==> config.mk <==
export PLATFORM = sky130hd
export DESIGN_NAME = rng_arbiter_flat
export DESIGN_NICKNAME = d
export VERILOG_FILES = /design/src/rtl/rng_pkg.sv /design/src/rtl/rng_if.sv /design/src/rtl/rng_lfsr_core.sv /design/src/rtl/rng_arbiter.sv /design/src/flat_wrapper.sv
export SDC_FILE = /design/constraint.sdc
export NUM_CORES = 1
export LEC_CHECK = 0
export ABC_AREA = 1
export BUFFER_PORTS_ARGS = -buffer_cell sky130_fd_sc_hd__buf_2
export CAP_MARGIN = 20
export CORE_MARGIN = 2
export CORE_UTILIZATION = 52
export CTS_BUF_LIST = sky130_fd_sc_hd__clkbuf_16
export CTS_CLUSTER_SIZE = 10
export DETAILED_ROUTE_END_ITERATION = 10
export PLACE_DENSITY = 0.79
export SLEW_MARGIN = 20
export SYNTH_ARGS = -nofsm -noshare
export SYNTH_HDL_FRONTEND = slang
export SYNTH_SLANG_ARGS = --single-unit
==> constraint.sdc <==
create_clock -name clk -period 2 [get_ports clk]
set_input_delay 0.1 -clock clk [delete_from_list [all_inputs] [get_ports clk]]
set_output_delay 0.1 -clock clk [all_outputs]
set_load 0.05 [all_outputs]
==> src/rtl/rng_pkg.sv <==
// Shared definitions for the round-robin LFSR arbiter slice.
//   rng_state_e  : sequencer states
//   LFSR_TAPS    : feedback taps of the 8-bit Fibonacci LFSR (bits 7,5,4,3)
//   DEFAULT_SEED : reset seed and zero-seed substitute
//   idx_width()  : minimum 1-bit width for indices/counters
package rng_pkg;

    typedef enum logic [1:0] {
        IDLE    = 2'd0,
        STIR    = 2'd1,
        DELIVER = 2'd2
    } rng_state_e;

    localparam int unsigned LFSR_W       = 8;
    localparam logic [7:0]  LFSR_TAPS    = 8'b1011_1000;
    localparam logic [7:0]  DEFAULT_SEED = 8'hFF;

    // Width needed to index n items, never narrower than one bit.
    function automatic int unsigned idx_width(input int unsigned n);
        return (n <= 2) ? 1 : $clog2(n);
    endfunction

endpackage

==> src/rtl/rng_if.sv <==
// Request/response/seed bundle between consumers and rng_arbiter.
//   master : consumer side (drives requests, rsp_ready and seed load)
//   slave  : arbiter side (drives grants, response and status)
interface rng_if #(
    parameter int unsigned NUM_REQ = 4
);
    import rng_pkg::*;

    localparam int unsigned ID_W = idx_width(NUM_REQ);

    logic [NUM_REQ-1:0] req_i;
    logic [NUM_REQ-1:0] gnt_o;
    logic               rsp_valid;
    logic               rsp_ready;
    logic [7:0]         rsp_data;
    logic [ID_W-1:0]    rsp_id;
    logic               seed_load;
    logic [7:0]         seed_data;
    logic               seed_ack;
    logic               busy;

    modport master (
        output req_i, rsp_ready, seed_load, seed_data,
        input  gnt_o, rsp_valid, rsp_data, rsp_id, seed_ack, busy
    );

    modport slave (
        input  req_i, rsp_ready, seed_load, seed_data,
        output gnt_o, rsp_valid, rsp_data, rsp_id, seed_ack, busy
    );

endinterface

==> src/rtl/rng_lfsr_core.sv <==
// Free-running 8-bit Fibonacci LFSR with synchronous load.
//   clk, rst  : clock, synchronous active-high reset (loads SEED)
//   load      : replace state with load_data (SEED if load_data is zero)
//   load_data : new seed
//   lfsr_q    : current LFSR state
module rng_lfsr_core
    import rng_pkg::*;
#(
    parameter logic [7:0] SEED = DEFAULT_SEED
) (
    input  logic       clk,
    input  logic       rst,
    input  logic       load,
    input  logic [7:0] load_data,
    output logic [7:0] lfsr_q
);

    // Zero would lock the LFSR, so it is swapped for SEED on load.
    always_ff @(posedge clk) begin
        if (rst) begin
            lfsr_q <= SEED;
        end else if (load) begin
            lfsr_q <= (load_data == 8'h00) ? SEED : load_data;
        end else begin
            lfsr_q <= {lfsr_q[6:0], ^(lfsr_q & LFSR_TAPS)};
        end
    end

endmodule

==> src/rtl/rng_arbiter.sv <==
// Round-robin arbiter sharing one LFSR among NUM_REQ requesters.
// A grant stirs the LFSR for STIR_CYCLES cycles, then one byte is
// delivered on a valid/ready channel tagged with the winner's id.
//   clk, rst : clock, synchronous active-high reset
//   bus      : rng_if slave (req/gnt, rsp_*, seed_*, busy)
module rng_arbiter
    import rng_pkg::*;
#(
    parameter int unsigned NUM_REQ     = 4,
    parameter int unsigned STIR_CYCLES = 2,
    parameter logic [7:0]  SEED        = DEFAULT_SEED
) (
    input  logic  clk,
    input  logic  rst,
    rng_if.slave  bus
);

    localparam int unsigned ID_W  = idx_width(NUM_REQ);
    localparam int unsigned CNT_W = idx_width(STIR_CYCLES);

    rng_state_e       state_q;
    logic [ID_W-1:0]  rr_ptr;
    logic [CNT_W-1:0] cnt;
    logic [7:0]       lfsr_q;
    logic             lfsr_load_c;
    logic [ID_W-1:0]  winner_c;
    logic             any_req_c;
    logic [ID_W-1:0]  scan_idx;

    // Reseeding is only honoured while idle.
    assign lfsr_load_c = (state_q == IDLE) && bus.seed_load;

    rng_lfsr_core #(
        .SEED (SEED)
    ) u_lfsr (
        .clk       (clk),
        .rst       (rst),
        .load      (lfsr_load_c),
        .load_data (bus.seed_data),
        .lfsr_q    (lfsr_q)
    );

    // First set request scanning upward from rr_ptr, wrapping at NUM_REQ.
    always_comb begin
        winner_c  = '0;
        any_req_c = 1'b0;
        scan_idx  = '0;
        for (int unsigned i = 0; i < NUM_REQ; i++) begin
            scan_idx = ID_W'((32'(rr_ptr) + i) % NUM_REQ);
            if (!any_req_c && bus.req_i[scan_idx]) begin
                any_req_c = 1'b1;
                winner_c  = scan_idx;
            end
        end
    end

    // Sequencer: grant, stir, deliver; all outputs registered.
    always_ff @(posedge clk) begin
        if (rst) begin
            state_q       <= IDLE;
            rr_ptr        <= '0;
            cnt           <= '0;
            bus.gnt_o     <= '0;
            bus.rsp_valid <= 1'b0;
            bus.rsp_data  <= '0;
            bus.rsp_id    <= '0;
            bus.seed_ack  <= 1'b0;
            bus.busy      <= 1'b0;
        end else begin
            bus.seed_ack <= 1'b0;
            case (state_q)
                IDLE: begin
                    if (bus.seed_load) begin
                        bus.seed_ack <= 1'b1;
                    end
                    if (any_req_c) begin
                        bus.gnt_o  <= NUM_REQ'(1) << winner_c;
                        bus.rsp_id <= winner_c;
                        cnt        <= CNT_W'(STIR_CYCLES - 1);
                        state_q    <= STIR;
                        bus.busy   <= 1'b1;
                    end
                end
                STIR: begin
                    if (cnt == '0) begin
                        bus.rsp_data  <= lfsr_q;
                        bus.rsp_valid <= 1'b1;
                        state_q       <= DELIVER;
                    end else begin
                        cnt <= cnt - CNT_W'(1);
                    end
                end
                DELIVER: begin
                    // Response and grant hold until the consumer takes it.
                    if (bus.rsp_valid && bus.rsp_ready) begin
                        bus.rsp_valid <= 1'b0;
                        bus.gnt_o     <= '0;
                        rr_ptr        <= ID_W'((32'(bus.rsp_id) + 32'd1) % NUM_REQ);
                        state_q       <= IDLE;
                        bus.busy      <= 1'b0;
                    end
                end
                default: begin
                    state_q <= IDLE;
                end
            endcase
        end
    end

endmodule

==> src/flat_wrapper.sv <==
// flat-port wrapper written by rule: the top's interface ports become plain ports
module rng_arbiter_flat import rng_pkg::*;
#(
    parameter int unsigned NUM_REQ     = 4,
    parameter int unsigned STIR_CYCLES = 2,
    parameter logic [7:0]  SEED        = DEFAULT_SEED
)
  (clk, rst, bus_req_i, bus_rsp_ready, bus_seed_load, bus_seed_data, bus_gnt_o, bus_rsp_valid, bus_rsp_data, bus_rsp_id, bus_seed_ack, bus_busy);
  rng_if #(.NUM_REQ(NUM_REQ)) bus_i ();
  input  logic clk;
  input  logic rst;
  input wire logic [$bits(bus_i.req_i)-1:0] bus_req_i;
  input wire logic [$bits(bus_i.rsp_ready)-1:0] bus_rsp_ready;
  input wire logic [$bits(bus_i.seed_load)-1:0] bus_seed_load;
  input wire logic [$bits(bus_i.seed_data)-1:0] bus_seed_data;
  output wire logic [$bits(bus_i.gnt_o)-1:0] bus_gnt_o;
  output wire logic [$bits(bus_i.rsp_valid)-1:0] bus_rsp_valid;
  output wire logic [$bits(bus_i.rsp_data)-1:0] bus_rsp_data;
  output wire logic [$bits(bus_i.rsp_id)-1:0] bus_rsp_id;
  output wire logic [$bits(bus_i.seed_ack)-1:0] bus_seed_ack;
  output wire logic [$bits(bus_i.busy)-1:0] bus_busy;
  assign bus_i.req_i = bus_req_i;
  assign bus_i.rsp_ready = bus_rsp_ready;
  assign bus_i.seed_load = bus_seed_load;
  assign bus_i.seed_data = bus_seed_data;
  assign bus_gnt_o = bus_i.gnt_o;
  assign bus_rsp_valid = bus_i.rsp_valid;
  assign bus_rsp_data = bus_i.rsp_data;
  assign bus_rsp_id = bus_i.rsp_id;
  assign bus_seed_ack = bus_i.seed_ack;
  assign bus_busy = bus_i.busy;
  rng_arbiter #(.NUM_REQ(NUM_REQ), .STIR_CYCLES(STIR_CYCLES), .SEED(SEED)) u_core (.clk(clk), .rst(rst), .bus(bus_i));
endmodule
## Yosys cells after proc, flatten, opt, wreduce, memory -nomap -nowiden

Cells that the tools add are included.

| cells by class | value |
|---|---|
| $add $sub $neg | 5 |
| $lt $le $gt $ge | 4 |
| eq/ne operators | 5 |
| shift operators | 1 |
| muxes and demuxes | 33 |
| bitwise logic cells | 2 |
| reductions and logical operators | 22 |

Operator list:

| operator | number |
|---|---|
| $mux W8 | 2 |
| $mux W2 | 7 |
| $mux W1 | 13 |
| $lt A2 B3 Y1 const B | 4 |
| $reduce_and A3 Y1 | 3 |
| $bmux W1 S2 | 4 |
| $logic_not A8 Y1 | 1 |
| $mux W4 | 2 |
| $pmux W4 S2 | 1 |
| $reduce_and A2 Y1 | 4 |
| $reduce_xor A8 Y1 | 1 |
| $pmux W1 S2 | 3 |
| $pmux W2 S3 | 1 |
| $reduce_bool A2 Y1 | 3 |
| $logic_and A1 B1 Y1 | 5 |
| $add A2 B1 Y2 const B | 2 |
| $add A2 B2 Y2 const B | 2 |
| $ne A2 B1 Y1 const B | 2 |
| $shl A1 B2 Y4 const A | 1 |
| $logic_not A1 Y1 | 3 |
| $eq A2 B1 Y1 const B | 1 |
| $eq A2 B2 Y1 const B | 1 |
| $logic_not A2 Y1 | 1 |
| $ne A2 B2 Y1 const B | 1 |
| 3 further kinds | 4 |

| storage, ports and cells | value |
|---|---|
| register bits | 30 |
| bits of input ports | 16 |
| output and inout bits | 17 |
| word-level logic and storage cells | 82 |

## Depth between registers and ports, before layout

| logic depth | value |
|---|---|
| depth in word-level cells | 15 |
| depth in mapped cells | 13 |
| depth with buffers taken out | 12 |

## By module

From an unflattened synthesis, not the netlist that was laid out.

| unflattened totals | value |
|---|---|
| cells, all modules | 238 |
| area, all modules | 1546.5 µm² |

Modules (own cells, without submodules):

| module | instances | cells an instance | area an instance (µm²) | sequential area each (µm²) |
|---|---|---|---|---|
| rng_arbiter | 1 | 167 | 1113.6 | 440.4 |
| rng_lfsr_core | 1 | 71 | 432.9 | 160.2 |

## Worst setup path before layout

Ideal clock, no wire load.

| timing | value |
|---|---|
| path kind | reg2reg |
| start | register u_core.rr_ptr[0] |
| end | register u_core.bus.gnt_o[0] |
| library setup time | 0.132 ns |
| arrival | 1.364 ns |
| data required time | 1.868 ns |
| slack | 0.504 ns |
| cell stages (with the launch flop) | 13 |
| path buffers | 1 |
| period minus slack after synthesis | 1.496 ns |
| cells stage by stage | dfxtp_1 inv_2 buf_6 nand2_1 nand2_2 nand2_2 nand2_2 nor2_4 nand4_2 nand2_4 inv_2 nand3_1 a21oi_1 |

| on the way | value |
|---|---|
| longest elaborated chain between the ends | 15 |
| elaborated cells on any way between the ends | 30 |
| classes of those cells | add/sub (3); eq/ne (1); shift (1); mux (18); reduce/logical (7) |

RTL lines:

| element | line | RTL |
|---|---|---|
| start: declaration | rng_arbiter.sv:22 | `logic [ID_W-1:0] rr_ptr;` |
| start signal: assignment | rng_arbiter.sv:98 | `rr_ptr <= ID_W'((32'(bus.rsp_id) + 32'd1) % NUM_REQ);` |
| branches (longest 15 deep; another with $add A2 B1 Y2) | - |  |
| end signal: assignment | rng_arbiter.sv:77 | `bus.gnt_o <= NUM_REQ'(1) << winner_c;` |
| end: declaration | rng_if.sv:29 | `output gnt_o, rsp_valid, rsp_data, rsp_id, seed_ack, busy` |

Several ways; the timed one is not identified. The select of a mux whose other input is x is not followed.
A chain may end at the register's enable or synchronous reset.

## Worst setup path in the final report

Same ends and word-level chain as after synthesis.

==> results by group <==
Pwr
  – Cell leakage power: 0.8248 nW
  – Total chip power: 2.139 mW
  – Maximum vdd ir drop: 1.291 mV
  – Power density over the cells: 1223 nW/µm²

Clocking
  – Root Buffer Master: clkbuf_16
  – Post-CTS setup buffers: 0
  – Clock buffer count from CTS: 5
  – Max Root-Sink Buffers: 2
  – CTS sink cnt: 30
  – Number of H-tree levels: 2
  – Number of gates resized after CTS: 0
  – Register clock-pin slew on the reported worst setup and hold paths: approximately 0.05 ns
  – Worst-Skew Late Latency: between 0.2 and 0.3 ns
  – CTS tree: yes
  – # hold bufs at CTS: 0

Final layout
  – Final layout net count: 244
  – Share of post-route cells with drive strength above 1: around a quarter
  – Area growth from synthesis to layout: 25.97%
  – Antenna Diode Count: 0
  – Final core area utilization: between 60 and 70%

Timing
  – Number of slew-limit violations in the final report: 0
  – Accumulated negative setup slack: 0 ns
  – Setup repair after global routing missed its margin: no
  – Worst max-slew margin expressed relative to the limit: 70.81%
  – Final worst hold slack: 0.06787 ns
  – Final setup skew: between 0.005 and 0.006 ns
  – Final worst path period need: 1.675 ns
  – Share of the cycle needed by the critical path after routing: between 80% and 90%
  – Worst slew pin tran: 0.4374 ns
  – Max Fclk: 0.5968 GHz
  – Count of endpoints failing setup in the final report: 0
  – Post-layout worst setup margin: 0.3245 ns
  – Fin. Hold Viols: 0

Yosys
  – Top cells by area, synth: dfxtp_1, nand2_1, a21oi_1
  – Unique masters post-synth: 21
  – Post-synthesis sequential area ratio: 43.28%
  – Number of flops mapped to enable cells by yosys: 0
  – Synth Instances: 194
  – Largest area contributor in the netlist: dfxtp_1
  – Prevailing post-synth register cell: dfxtp_1
  – Most numerous cell types in the synthesized netlist: nand2_1, dfxtp_1, a21oi_1
  – Most repeated cell in the gate-level netlist after synthesis: nand2_1
  – Average cell area after synthesis: about 7.2 µm²
  – Post-synthesis async set-or-reset flop share: 0%
  – Number of nets in the synthesized netlist: 210
  – Number of warnings printed during yosys synthesis: 0
  – Flip-flop and latch count after synthesis: 30
  – Area share of the largest cell type after synthesis: 43.28%
  – Syn Std Cell Area: about 1400 µm²

Critical path
  – Worst setup path class: reg -> reg
  – Worst reg2reg setup slack: approximately 0.32 ns
  – Endpoint of the most critical register-to-register path: u_core.bus.gnt_o[0]
  – Highest fanout seen on the critical path: 11
  – Worst r2r path cells: 11
  – Worst EP required: 2.15 ns
  – Kind of launch point of the worst setup path: register
  – End point of the critical path: u_core.bus.gnt_o[0]
  – Reg2Reg Launch Point: u_core.rr_ptr[0]
  – Arrival time worst endpoint: around 1.8 ns
  – Type of element capturing the critical path: register
  – Start point of the critical path: u_core.rr_ptr[0]

Floorplanning
  – Floorplan die width: 55.66 µm
  – Area of the core region: 2500 µm²
  – Std cell rows: 18
  – IO Count: 33
  – Area of the die: 3097 µm²
  – Effective utilization at floorplan: 55.51%
  – Overall die height: 55.66 µm

Routing
  – Final WL: 2911 µm
  – Average via count per standard cell: 5.089
  – DRC viols: 0
  – Initial DRT Pass Iterations: 4
  – Post-detailed-route count of antenna-violating nets: 0
  – Routed WL per cell: 11.24 µm
  – Initial drt markers: 54
  – Vias after detailed routing: 1,318

GRT
  – Via count of the first global-routing pass: between 1,000 and 1,500
  – Pin count of the biggest net entering global routing: 19
  – Overflow after GRT: 0
  – Aggregate global-route resource usage: 19.35%
  – Global-route wire length before repair: just under 5000 µm
  – Antenna violations before repair: 0

Run
  – Number of violations of the max-capacitance limit: 0

Outcome
  – Outcome: completed

Place
  – IO buf count: 32
  – Worst setup slack before clock tree synthesis: between 0.3 and 0.4 ns
  – Gpl congestion: 0.8489
  – DP Wirelength: roughly 2000 µm

Worst hold path
  – Worst Hold Class: in -> reg
-- routing by layer --
layer  global-route usage, %  wire, µm  share of wire (%)
met1                   25.93      1454                 50
met4                   6.272        30                1.0
met2                   30.44      1290                 44
met5                       0         0                  0
met3                   5.116       136                4.7
-- layout make-up --
| type | count | area [µm²] |
|---|---|---|
| Sequential cell | 30 | 600.6 |
| Clock buffer | 5 | 125.1 |
| Fill cell | 216 | 752.0 |
| Multi-Input combinational cell | 136 | 674.4 |
| Clock inverter | 3 | 63.81 |
| Tap cell | 30 | 37.54 |
| Inverter | 23 | 86.33 |
| Timing Repair Buffer | 32 | 160.2 |
-- critical path: stages (launching register included) --
cell     delay, ns
dfxtp_1       0.44
inv_2         0.14
nand2_1       0.09
nand2_1       0.07
nand2_2       0.08
nand2_2       0.07
nor2_4        0.15
nand4_2       0.13
nand2_4       0.14
inv_2         0.08
nand3_1       0.08
a21oi_1       0.07
-- through the flow --
stage	instance area [µm²]	instances
2_1_floorplan	1388	194
3_3_place_gp	1559	251
3_5_place_dp	1559	251
4_1_cts	1748	259
5_1_grt	1748	259
6_report	1748	259
-- how the worst min path moves through the flow --
stage	from	end	slack, ns	depth (start not counted)
4_1_cts	bus_seed_data[5]	u_core.u_lfsr.lfsr_q[5]	0.07	3
5_1_grt	bus_seed_data[7]	u_core.u_lfsr.lfsr_q[7]	0.08	3
3_5_place_dp	bus_seed_data[4]	u_core.u_lfsr.lfsr_q[4]	0.34	3
6_report	bus_seed_data[5]	u_core.u_lfsr.lfsr_q[5]	0.07	3
3_3_place_gp	bus_seed_data[2]	u_core.u_lfsr.lfsr_q[2]	0.34	3
2_1_floorplan	rst	u_core.bus.gnt_o[1]	0.17	1
-- state kept, by name (all words and copies together) (netlist names) --
name,count
u_core.bus.busy,1
u_core.bus.gnt_o,4
u_core.bus.rsp_data,8
u_core.bus.rsp_id,2
u_core.bus.rsp_valid,1
u_core.bus.seed_ack,1
u_core.cnt,1
u_core.rr_ptr,2
u_core.state_q,2
u_core.u_lfsr.lfsr_q,8
-- kinds of logic after synthesis --
logic type	share of synthesized area [%]
flip-flops	43.28
AO/OA/AOI/OAI	15.33
AND/OR/NAND/NOR	30.75
buffers and inverters	8.115
XOR/XNOR	2.525
-- placed cells by master (no fill, tap or decap) --
cell / instances
nand2_1: 45
buf_2: 32
dfxtp_1: 30
a21oi_1: 22
inv_1: 20
nand3_1: 17
o21ai_0: 13
nand2_2: 11
nor2_1: 10
o22ai_1: 6
clkbuf_16: 5
inv_2: 2
nor2_2: 2
clkinv_1: 2
nand4_1: 2
xnor2_1: 2
xor2_1: 2
bufinv_16: 2
nor2_4: 1
nand4_2: 1
nand2_4: 1
or2_2: 1
-- where the power goes --
part           leakage, nW  switching [mW]  internal [mW]
Clock               0.0915           0.240          0.707
Combinational        0.486           0.342          0.129
Sequential           0.247          0.0458          0.675
Total                0.825           0.627           1.51
(Power assumes the default switching activity.)
